<file path="src/rtl/dfx_seq_engine_if.sv">
// Command/completion channel between the sequencer engine and the DFX/DMA datapath.
// The engine drives the master side; the datapath drives the slave side.
interface dfx_seq_engine_if #(
    parameter int SRC_ADDR_WIDTH = 32,
    parameter int SRC_SIZE_WIDTH = 26,
    parameter int DST_ADDR_WIDTH = 32,
    parameter int DST_SIZE_WIDTH = 26
);
    logic                      cmd_valid;
    logic                      cmd_ready;
    logic [SRC_ADDR_WIDTH-1:0] cmd_src_addr;
    logic [SRC_SIZE_WIDTH-1:0] cmd_src_size;
    logic [DST_ADDR_WIDTH-1:0] cmd_des_addr;
    logic [DST_SIZE_WIDTH-1:0] cmd_des_size;
    logic                      done_valid;
    logic                      done_err;

    modport master (
        output cmd_valid, cmd_src_addr, cmd_src_size, cmd_des_addr, cmd_des_size,
        input  cmd_ready, done_valid, done_err
    );

    modport slave (
        input  cmd_valid, cmd_src_addr, cmd_src_size, cmd_des_addr, cmd_des_size,
        output cmd_ready, done_valid, done_err
    );
endinterface

</file>
<file path="src/rtl/dfx_seq_engine.sv">
// Slot-table sequencer: walks rows 0..endCnt, issues one DFX/DMA command per row,
// times its completion and writes per-slot status/profile back to the bank1 table.
module dfx_seq_engine #(
    parameter int INDEX_WIDTH       = 2,
    parameter int SRC_ADDR_WIDTH    = 32,
    parameter int SRC_SIZE_WIDTH    = 26,
    parameter int DST_ADDR_WIDTH    = 32,
    parameter int DST_SIZE_WIDTH    = 26,
    parameter int SLOT_STATUS_WIDTH = 2,
    parameter int PROFILE_WIDTH     = 32,
    parameter int CONTROL_WIDTH     = 4,
    parameter int STATUS_WIDTH      = 4
) (
    input  logic                         clk,
    input  logic                         reset,
    input  logic [CONTROL_WIDTH-1:0]     ext_bank0_inp_control,
    input  logic                         ext_bank0_set_control,
    input  logic [INDEX_WIDTH-1:0]       ext_bank0_inp_endCnt,
    input  logic                         ext_bank0_set_endCnt,
    output logic [STATUS_WIDTH-1:0]      bank0_status,
    output logic [INDEX_WIDTH-1:0]       bank0_cnt,
    output logic [INDEX_WIDTH-1:0]       bank0_endCnt,
    output logic [INDEX_WIDTH-1:0]       slot_rd_index,
    input  logic [SRC_ADDR_WIDTH-1:0]    slot_rd_src_addr,
    input  logic [SRC_SIZE_WIDTH-1:0]    slot_rd_src_size,
    input  logic [DST_ADDR_WIDTH-1:0]    slot_rd_des_addr,
    input  logic [DST_SIZE_WIDTH-1:0]    slot_rd_des_size,
    output logic [INDEX_WIDTH-1:0]       slot_wr_index,
    output logic [SLOT_STATUS_WIDTH-1:0] slot_wr_status,
    output logic                         slot_set_status,
    output logic [PROFILE_WIDTH-1:0]     slot_wr_profile,
    output logic                         slot_set_profile,
    dfx_seq_engine_if.master             cmd_if
);
    typedef enum logic [2:0] {
        S_IDLE   = 3'd0,
        S_FETCH1 = 3'd1,
        S_FETCH2 = 3'd2,
        S_ISSUE  = 3'd3,
        S_WAIT   = 3'd4,
        S_WB     = 3'd5
    } state_e;

    localparam logic [STATUS_WIDTH-1:0] ST_BUSY    = STATUS_WIDTH'(4'b0001);
    localparam logic [STATUS_WIDTH-1:0] ST_DONE    = STATUS_WIDTH'(4'b0010);
    localparam logic [STATUS_WIDTH-1:0] ST_ABORTED = STATUS_WIDTH'(4'b0100);
    localparam logic [STATUS_WIDTH-1:0] ST_ERROR   = STATUS_WIDTH'(4'b1000);

    state_e                         state_q, state_d;
    logic [INDEX_WIDTH-1:0]         cnt_q, cnt_d;
    logic [INDEX_WIDTH-1:0]         endcnt_q, endcnt_d;
    logic [STATUS_WIDTH-1:0]        status_q, status_d;
    logic                           abort_q, abort_d;
    logic                           err_q, err_d;
    logic [PROFILE_WIDTH-1:0]       prof_q, prof_d;
    logic [SRC_ADDR_WIDTH-1:0]      src_addr_q, src_addr_d;
    logic [SRC_SIZE_WIDTH-1:0]      src_size_q, src_size_d;
    logic [DST_ADDR_WIDTH-1:0]      des_addr_q, des_addr_d;
    logic [DST_SIZE_WIDTH-1:0]      des_size_q, des_size_d;
    logic                           cmd_valid_q, cmd_valid_d;
    logic                           wb_set_q, wb_set_d;
    logic [SLOT_STATUS_WIDTH-1:0]   wb_status_q, wb_status_d;
    logic [PROFILE_WIDTH-1:0]       wb_profile_q, wb_profile_d;

    logic start_req_s, stop_req_s, halt_s, timing_s, unused_ctrl_s;

    // STOP dominates START when both are written together
    assign stop_req_s    = ext_bank0_set_control & ext_bank0_inp_control[1];
    assign start_req_s   = ext_bank0_set_control & ext_bank0_inp_control[0] & ~ext_bank0_inp_control[1];
    assign halt_s        = err_q | abort_q | stop_req_s | (cnt_q == endcnt_q);
    assign timing_s      = (state_q == S_ISSUE) || (state_q == S_WAIT);
    assign unused_ctrl_s = ^ext_bank0_inp_control[CONTROL_WIDTH-1:2];

    // State register
    always_ff @(posedge clk or negedge reset) begin
        if (!reset) state_q <= S_IDLE;
        else        state_q <= state_d;
    end

    // Next-state logic
    always_comb begin
        state_d = state_q;
        case (state_q)
            S_IDLE:   state_d = start_req_s ? S_FETCH1 : S_IDLE;
            S_FETCH1: state_d = stop_req_s ? S_IDLE : S_FETCH2;
            S_FETCH2: state_d = stop_req_s ? S_IDLE : S_ISSUE;
            S_ISSUE:  state_d = cmd_if.cmd_ready ? S_WAIT : S_ISSUE;
            S_WAIT:   state_d = cmd_if.done_valid ? S_WB : S_WAIT;
            S_WB:     state_d = halt_s ? S_IDLE : S_FETCH1;
            default:  state_d = S_IDLE;
        endcase
    end

    // Output and datapath next values
    always_comb begin
        cnt_d        = cnt_q;
        endcnt_d     = endcnt_q;
        status_d     = status_q;
        abort_d      = abort_q;
        err_d        = err_q;
        src_addr_d   = src_addr_q;
        src_size_d   = src_size_q;
        des_addr_d   = des_addr_q;
        des_size_d   = des_size_q;
        cmd_valid_d  = (state_d == S_ISSUE);
        wb_set_d     = (state_d == S_WB);
        wb_status_d  = '0;
        wb_profile_d = '0;
        case (state_q)
            S_IDLE: begin
                if (ext_bank0_set_endCnt) endcnt_d = ext_bank0_inp_endCnt;
                else                      endcnt_d = endcnt_q;
                if (start_req_s) begin
                    status_d = ST_BUSY;
                    cnt_d    = '0;
                    abort_d  = 1'b0;
                    err_d    = 1'b0;
                end else begin
                    status_d = status_q;
                end
            end
            S_FETCH1: begin
                if (stop_req_s) status_d = ST_ABORTED;
                else            status_d = status_q;
            end
            S_FETCH2: begin
                if (stop_req_s) begin
                    status_d = ST_ABORTED;
                end else begin
                    src_addr_d = slot_rd_src_addr;
                    src_size_d = slot_rd_src_size;
                    des_addr_d = slot_rd_des_addr;
                    des_size_d = slot_rd_des_size;
                end
            end
            S_ISSUE: begin
                if (stop_req_s) abort_d = 1'b1;
                else            abort_d = abort_q;
            end
            S_WAIT: begin
                if (stop_req_s) abort_d = 1'b1;
                else            abort_d = abort_q;
                // write-back payload is captured here so WB drives it from flops
                if (cmd_if.done_valid) begin
                    err_d        = cmd_if.done_err;
                    wb_status_d  = SLOT_STATUS_WIDTH'({1'b1, cmd_if.done_err});
                    wb_profile_d = prof_q;
                end else begin
                    err_d        = err_q;
                end
            end
            S_WB: begin
                if (err_q) begin
                    status_d = ST_ERROR;
                end else if (abort_q || stop_req_s) begin
                    status_d = ST_ABORTED;
                    abort_d  = 1'b0;
                end else if (cnt_q == endcnt_q) begin
                    status_d = ST_DONE;
                end else begin
                    cnt_d = cnt_q + INDEX_WIDTH'(1);
                end
            end
            default: begin
                status_d = status_q;
            end
        endcase

        // Latency counter: 1 in the first ISSUE cycle, frozen on the done cycle
        if (state_d == S_ISSUE && state_q != S_ISSUE) begin
            prof_d = PROFILE_WIDTH'(1);
        end else if (timing_s && (state_d == S_ISSUE || state_d == S_WAIT) && (prof_q != '1)) begin
            prof_d = prof_q + PROFILE_WIDTH'(1);
        end else begin
            prof_d = prof_q;
        end
    end

    // Datapath and output registers
    always_ff @(posedge clk or negedge reset) begin
        if (!reset) begin
            cnt_q        <= '0;
            endcnt_q     <= '0;
            status_q     <= '0;
            abort_q      <= 1'b0;
            err_q        <= 1'b0;
            prof_q       <= '0;
            src_addr_q   <= '0;
            src_size_q   <= '0;
            des_addr_q   <= '0;
            des_size_q   <= '0;
            cmd_valid_q  <= 1'b0;
            wb_set_q     <= 1'b0;
            wb_status_q  <= '0;
            wb_profile_q <= '0;
        end else begin
            cnt_q        <= cnt_d;
            endcnt_q     <= endcnt_d;
            status_q     <= status_d;
            abort_q      <= abort_d;
            err_q        <= err_d;
            prof_q       <= prof_d;
            src_addr_q   <= src_addr_d;
            src_size_q   <= src_size_d;
            des_addr_q   <= des_addr_d;
            des_size_q   <= des_size_d;
            cmd_valid_q  <= cmd_valid_d;
            wb_set_q     <= wb_set_d;
            wb_status_q  <= wb_status_d;
            wb_profile_q <= wb_profile_d;
        end
    end

    assign bank0_status        = status_q;
    assign bank0_cnt           = cnt_q;
    assign bank0_endCnt        = endcnt_q;
    assign slot_rd_index       = cnt_q;
    assign slot_wr_index       = cnt_q;
    assign slot_wr_status      = wb_status_q;
    assign slot_set_status     = wb_set_q;
    assign slot_wr_profile     = wb_profile_q;
    assign slot_set_profile    = wb_set_q;
    assign cmd_if.cmd_valid    = cmd_valid_q;
    assign cmd_if.cmd_src_addr = src_addr_q;
    assign cmd_if.cmd_src_size = src_size_q;
    assign cmd_if.cmd_des_addr = des_addr_q;
    assign cmd_if.cmd_des_size = des_size_q;
endmodule

</file>
<file path="src/flat_wrapper.sv">
// flat-port wrapper written by rule: the top's interface ports become plain ports
module dfx_seq_engine_flat 
#(
    parameter int INDEX_WIDTH       = 2,
    parameter int SRC_ADDR_WIDTH    = 32,
    parameter int SRC_SIZE_WIDTH    = 26,
    parameter int DST_ADDR_WIDTH    = 32,
    parameter int DST_SIZE_WIDTH    = 26,
    parameter int SLOT_STATUS_WIDTH = 2,
    parameter int PROFILE_WIDTH     = 32,
    parameter int CONTROL_WIDTH     = 4,
    parameter int STATUS_WIDTH      = 4
)
  (clk, reset, ext_bank0_inp_control, ext_bank0_set_control, ext_bank0_inp_endCnt, ext_bank0_set_endCnt, bank0_status, bank0_cnt, bank0_endCnt, slot_rd_index, slot_rd_src_addr, slot_rd_src_size, slot_rd_des_addr, slot_rd_des_size, slot_wr_index, slot_wr_status, slot_set_status, slot_wr_profile, slot_set_profile, cmd_if_cmd_valid, cmd_if_cmd_src_addr, cmd_if_cmd_src_size, cmd_if_cmd_des_addr, cmd_if_cmd_des_size, cmd_if_cmd_ready, cmd_if_done_valid, cmd_if_done_err);
  dfx_seq_engine_if #(.SRC_ADDR_WIDTH(SRC_ADDR_WIDTH), .SRC_SIZE_WIDTH(SRC_SIZE_WIDTH), .DST_ADDR_WIDTH(DST_ADDR_WIDTH), .DST_SIZE_WIDTH(DST_SIZE_WIDTH)) cmd_if_i ();
  input  logic clk;
  input  logic reset;
  input  logic [CONTROL_WIDTH-1:0] ext_bank0_inp_control;
  input  logic ext_bank0_set_control;
  input  logic [INDEX_WIDTH-1:0] ext_bank0_inp_endCnt;
  input  logic ext_bank0_set_endCnt;
  output logic [STATUS_WIDTH-1:0] bank0_status;
  output logic [INDEX_WIDTH-1:0] bank0_cnt;
  output logic [INDEX_WIDTH-1:0] bank0_endCnt;
  output logic [INDEX_WIDTH-1:0] slot_rd_index;
  input  logic [SRC_ADDR_WIDTH-1:0] slot_rd_src_addr;
  input  logic [SRC_SIZE_WIDTH-1:0] slot_rd_src_size;
  input  logic [DST_ADDR_WIDTH-1:0] slot_rd_des_addr;
  input  logic [DST_SIZE_WIDTH-1:0] slot_rd_des_size;
  output logic [INDEX_WIDTH-1:0] slot_wr_index;
  output logic [SLOT_STATUS_WIDTH-1:0] slot_wr_status;
  output logic slot_set_status;
  output logic [PROFILE_WIDTH-1:0] slot_wr_profile;
  output logic slot_set_profile;
  output wire logic [$bits(cmd_if_i.cmd_valid)-1:0] cmd_if_cmd_valid;
  output wire logic [$bits(cmd_if_i.cmd_src_addr)-1:0] cmd_if_cmd_src_addr;
  output wire logic [$bits(cmd_if_i.cmd_src_size)-1:0] cmd_if_cmd_src_size;
  output wire logic [$bits(cmd_if_i.cmd_des_addr)-1:0] cmd_if_cmd_des_addr;
  output wire logic [$bits(cmd_if_i.cmd_des_size)-1:0] cmd_if_cmd_des_size;
  input wire logic [$bits(cmd_if_i.cmd_ready)-1:0] cmd_if_cmd_ready;
  input wire logic [$bits(cmd_if_i.done_valid)-1:0] cmd_if_done_valid;
  input wire logic [$bits(cmd_if_i.done_err)-1:0] cmd_if_done_err;
  assign cmd_if_cmd_valid = cmd_if_i.cmd_valid;
  assign cmd_if_cmd_src_addr = cmd_if_i.cmd_src_addr;
  assign cmd_if_cmd_src_size = cmd_if_i.cmd_src_size;
  assign cmd_if_cmd_des_addr = cmd_if_i.cmd_des_addr;
  assign cmd_if_cmd_des_size = cmd_if_i.cmd_des_size;
  assign cmd_if_i.cmd_ready = cmd_if_cmd_ready;
  assign cmd_if_i.done_valid = cmd_if_done_valid;
  assign cmd_if_i.done_err = cmd_if_done_err;
  dfx_seq_engine #(.INDEX_WIDTH(INDEX_WIDTH), .SRC_ADDR_WIDTH(SRC_ADDR_WIDTH), .SRC_SIZE_WIDTH(SRC_SIZE_WIDTH), .DST_ADDR_WIDTH(DST_ADDR_WIDTH), .DST_SIZE_WIDTH(DST_SIZE_WIDTH), .SLOT_STATUS_WIDTH(SLOT_STATUS_WIDTH), .PROFILE_WIDTH(PROFILE_WIDTH), .CONTROL_WIDTH(CONTROL_WIDTH), .STATUS_WIDTH(STATUS_WIDTH)) u_core (.clk(clk), .reset(reset), .ext_bank0_inp_control(ext_bank0_inp_control), .ext_bank0_set_control(ext_bank0_set_control), .ext_bank0_inp_endCnt(ext_bank0_inp_endCnt), .ext_bank0_set_endCnt(ext_bank0_set_endCnt), .bank0_status(bank0_status), .bank0_cnt(bank0_cnt), .bank0_endCnt(bank0_endCnt), .slot_rd_index(slot_rd_index), .slot_rd_src_addr(slot_rd_src_addr), .slot_rd_src_size(slot_rd_src_size), .slot_rd_des_addr(slot_rd_des_addr), .slot_rd_des_size(slot_rd_des_size), .slot_wr_index(slot_wr_index), .slot_wr_status(slot_wr_status), .slot_set_status(slot_set_status), .slot_wr_profile(slot_wr_profile), .slot_set_profile(slot_set_profile), .cmd_if(cmd_if_i));
endmodule
</file>
<file path="config.mk">
export PLATFORM = sky130hd
export DESIGN_NAME = dfx_seq_engine_flat
export DESIGN_NICKNAME = d
export VERILOG_FILES = /design/src/rtl/dfx_seq_engine_if.sv /design/src/rtl/dfx_seq_engine.sv /design/src/flat_wrapper.sv
export SDC_FILE = /design/constraint.sdc
export NUM_CORES = 1
export LEC_CHECK = 0
export CORE_MARGIN = 5
export CORE_UTILIZATION = 32
export CTS_CLUSTER_SIZE = 40
export DETAILED_ROUTE_END_ITERATION = 10
export PLACE_DENSITY = 0.61
export SLEW_MARGIN = 20
export SYNTH_ARGS = -nofsm -noshare
export SYNTH_HDL_FRONTEND = slang
export SYNTH_SLANG_ARGS = --single-unit
export TNS_END_PERCENT = 30
</file>
<file path="constraint.sdc">
create_clock -name clk -period 2.6 [get_ports clk]
set_input_delay 0.26 -clock clk [delete_from_list [all_inputs] [get_ports clk]]
set_output_delay 0.26 -clock clk [all_outputs]
set_load 0.005 [all_outputs]
</file>
==> results by group <==
Critical path
  – Reg2reg start: u_core.prof_q[1]
  – Crit path from: u_core.prof_q[1]
  – Crit end category: register
  – Slowest CP cell: or4_4
  – CP max FO: 34
  – Worst setup SP type: register
  – Crit path largest cell delay: 0.61 ns
  – Critical Path RT: 2.91 ns
  – WP data arrival: 2.70 ns
  – Kind of critical path: reg -> reg
  – CP Cell Sequence: ha_1 -> nand3_2 -> or4_4 -> o31a_1 -> buf_12 -> and3_1 -> a211o_1

STA
  – Setup ws final: 0.210 ns
  – Min Tclk post-route: 2.39 ns
  – Final worst path period share: 91.9%
  – Fmax: 418 MHz
  – Max-slew headroom: 65.8%
  – Final TNS setup: 0 ns
  – Max Slew Vio Count: 0
  – Hold Vio Cnt, Final: 0
  – Worst-Margin Slew: 0.509 ns
  – Final setup viols: 0
  – Setup Skew: 0.0178 ns
  – RSZ-0062 raised after global routing: false

Global route
  – Grt ovf: 0
  – Met1 usage: 21.8%
  – First-pass GRT wire length: 37700 um
  – GRT Total Usage: 16.5%
  – Largest net degree at the start of global routing: 80
  – Vias in the first global route: 6706
  – Met3 Use GR: 3.69%
  – GR Util met2: 26.8%
  – Initial antenna violation count: 0
  – Peak-usage layer in the global routing report: met2

Routing
  – Remaining antenna violation count: 0
  – Final wirelength: 24000 um
  – Remaining DRCs: 0
  – WL/cell: 16.2 um
  – Via Count: 6837
  – 1st-pass router iterations: 4
  – Vias per inst: 4.61
  – Initial DRC count: 406

Yosys
  – Register area share after synthesis: 61.5%
  – Synth Area in Adders: 0.156%
  – Mean Syn Cell Area: 9.44 sq um
  – Syn Inst Count: 849
  – Post-Syn Area: 8020 sq um
  – Syn Nets: 979
  – Mux contribution to synthesized area: 0.968%
  – Post-Synth Simple-Gate Area: 26.6%
  – #FFs+latches synth: 197
  – Post-synth EDFFs: 0
  – Ys Warns: 0
  – Compound-Gate Fraction of Synth Area: 7.10%
  – Post-synth ARST share: 100%
  – Most used flip-flop cell after synthesis: dfrtp_1
  – Cell variety after synth: 52
  – Xor/xnor share of the synthesized area: 0.328%
  – Main combinational cell family by area after synthesis: simple AND/OR/NAND/NOR gates

Place
  – GPL Wtd Cong: 0.859
  – DP HPWL: 17000 um
  – Pre-CTS WS: 0.129 ns
  – Port Buf Inserts: 291

CTS
  – Clock Pin Slew Worst Setup and Hold Paths: 0.08 ns
  – Root Driver: clkbuf_16
  – CTS Sinks: 197
  – Postcts setup bufs: 0
  – CTS tree: built
  – Clock Latency Late Sink: 0.42 ns
  – Max clock buf depth: 2
  – H-tree depth: 4
  – Cts bufs inserted: 17

Pwr
  – PD cells: 1000 nW/um^2
  – Total chip power: 12100 uW
  – Leakage: 0.00561 uW
  – Worst VDD drop: 0.455 mV

Die
  – Standard-cell rows: 58
  – Core area: 24900 sq um
  – Die Wd: 168 um
  – Die Y: 168 um
  – Initial Utilization: 32.2%
  – Ports: 294
  – Die ar.: 28300 sq um

Job
  – Max-Cap Viols: 0

Cells and area
  – Most frequent cells in the layout: nand2_1, clkdlybuf4s50_1, dfrtp_1
  – Syn-to-layout area delta: 50.5%
  – Layout cells sized above 1: 6.94%
  – # fillers: 2310
  – Most common cell after layout, fill and taps aside: nand2_1
  – Final Net Count: 1269
  – ANT cells: 0

Outcome
  – Status: completed

Worst hold path
  – HP Class: in -> async
state kept, by name, summed over array words and instances (netlist names):
name,count
u_core.bank0_cnt,2
u_core.prof_q,32
u_core.slot_set_profile,1
u_core.cmd_if.cmd_valid,1
u_core.abort_q,1
u_core.bank0_status,4
u_core.slot_wr_status,2
u_core.err_q,1
u_core.cmd_if.cmd_des_size,26
u_core.slot_wr_profile,32
u_core.cmd_if.cmd_src_addr,32
u_core.bank0_endCnt,2
u_core.cmd_if.cmd_src_size,26
u_core.cmd_if.cmd_des_addr,32
u_core.state_q,3
path summary, 6_finish.rpt:
kind                                                  end  slack [ns]  cells after the start
max reg2reg                              u_core.prof_q[3]        0.21                      7
max                                      u_core.prof_q[3]        0.21                      7
min reg2reg                 u_core.cmd_if.cmd_src_size[0]        0.47                      2
max in group asynchronous       u_core.slot_wr_profile[5]        1.50                      3
min                              u_core.slot_wr_status[1]        0.35                      2
min in group clk           u_core.cmd_if.cmd_des_addr[29]        0.36                      3
logic make-up (layout without fill, tap and decap cells):
logic type	count (synthesis)	after routing
AND/OR/NAND/NOR	497	497
flip-flops	197	197
multiplexers	7	7
AO/OA/AOI/OAI	85	85
buffers and inverters	59	362
adder cells (fa/ha/maj)	1	1
XOR/XNOR	3	3
per-stage QoR:
step           util, %  instance area (sq um)  cells  hold WS, ns
5_1_grt           48.5                  12100   1482        0.338
6_report          48.5                  12100   1482        0.352
4_1_cts           48.4                  12100   1482        0.338
2_1_floorplan        -                   8020    849      -0.0356
3_5_place_dp      45.9                  11400   1449        0.268
3_3_place_gp      45.9                  11400   1449        0.270
worst max-delay path: cells and delay by family (launching register included):
kind            cells  cell delay, ns
flops               1            0.35
simple gates        3            0.94
buf+inv             1            0.18
fa+ha+maj           1            0.25
compound gates      2            0.56
cell usage after synthesis, drive strengths merged (2+ instances only):
cell	count	share of area [%]
nand4	6	0.47
nor2	14	0.66
inv	9	0.42
a22o	2	0.22
nand3	15	1.0
nor4	6	0.47
and4	5	0.55
buf	14	1.3
a21o	4	0.37
mux2	6	0.84
a41oi	8	0.87
o22ai	4	0.31
o21ai	11	0.69
xnor2	3	0.33
o31ai	3	0.28
and3	5	0.39
nor3	9	0.56
a31oi	25	2.0
nand2b	6	0.47
a211o	2	0.22
or3	2	0.16
o21a	2	0.19
clkbuf	36	1.7
nand3b	4	0.37
or4	5	0.52
dfrtp	197	61
or2	2	0.16
nand2	384	18
o211ai	3	0.34
a21oi	14	0.87
and2	30	2.3
area by class of cell:
| cell class | instances | area (sq um) | share of cell area (%) |
|---|---|---|---|
| flip-flops and latches | 197 | 4930 | 40.9 |
| clock buffers | 17 | 425 | 3.53 |
| well taps | 330 | 413 | 3.42 |
| inverters | 9 | 33.8 | 0.280 |
| clock inverters | 15 | 188 | 1.56 |
| multi-input cells | 593 | 2840 | 23.6 |
| repair buffers | 321 | 3230 | 26.8 |
metal layers:
metal | share of wire [%] | up-vias | wire [um]
met2 | 47 | 216 | 11400
met1 | 44 | 3244 | 10500
li1 | - | 3340 | -
met5 | 0 | - | 0
met4 | 3.0 | 0 | 726
met3 | 5.6 | 37 | 1340
timing repair:
item                                    4_1_cts  5_1_grt
hold buffers                                  1        0
gates resized for setup                       0        1
endpoints found under the hold margin        52        0
endpoints found under the setup margin        0        1
power breakdown:
group          switching [uW]  total (uW)  internal [uW]
clock                    1330        2720           1390
sequential                545        4600           4060
combinational            2180        4750           2570
total                    4050       12100           8020
Power figures use the tool's default switching activity.
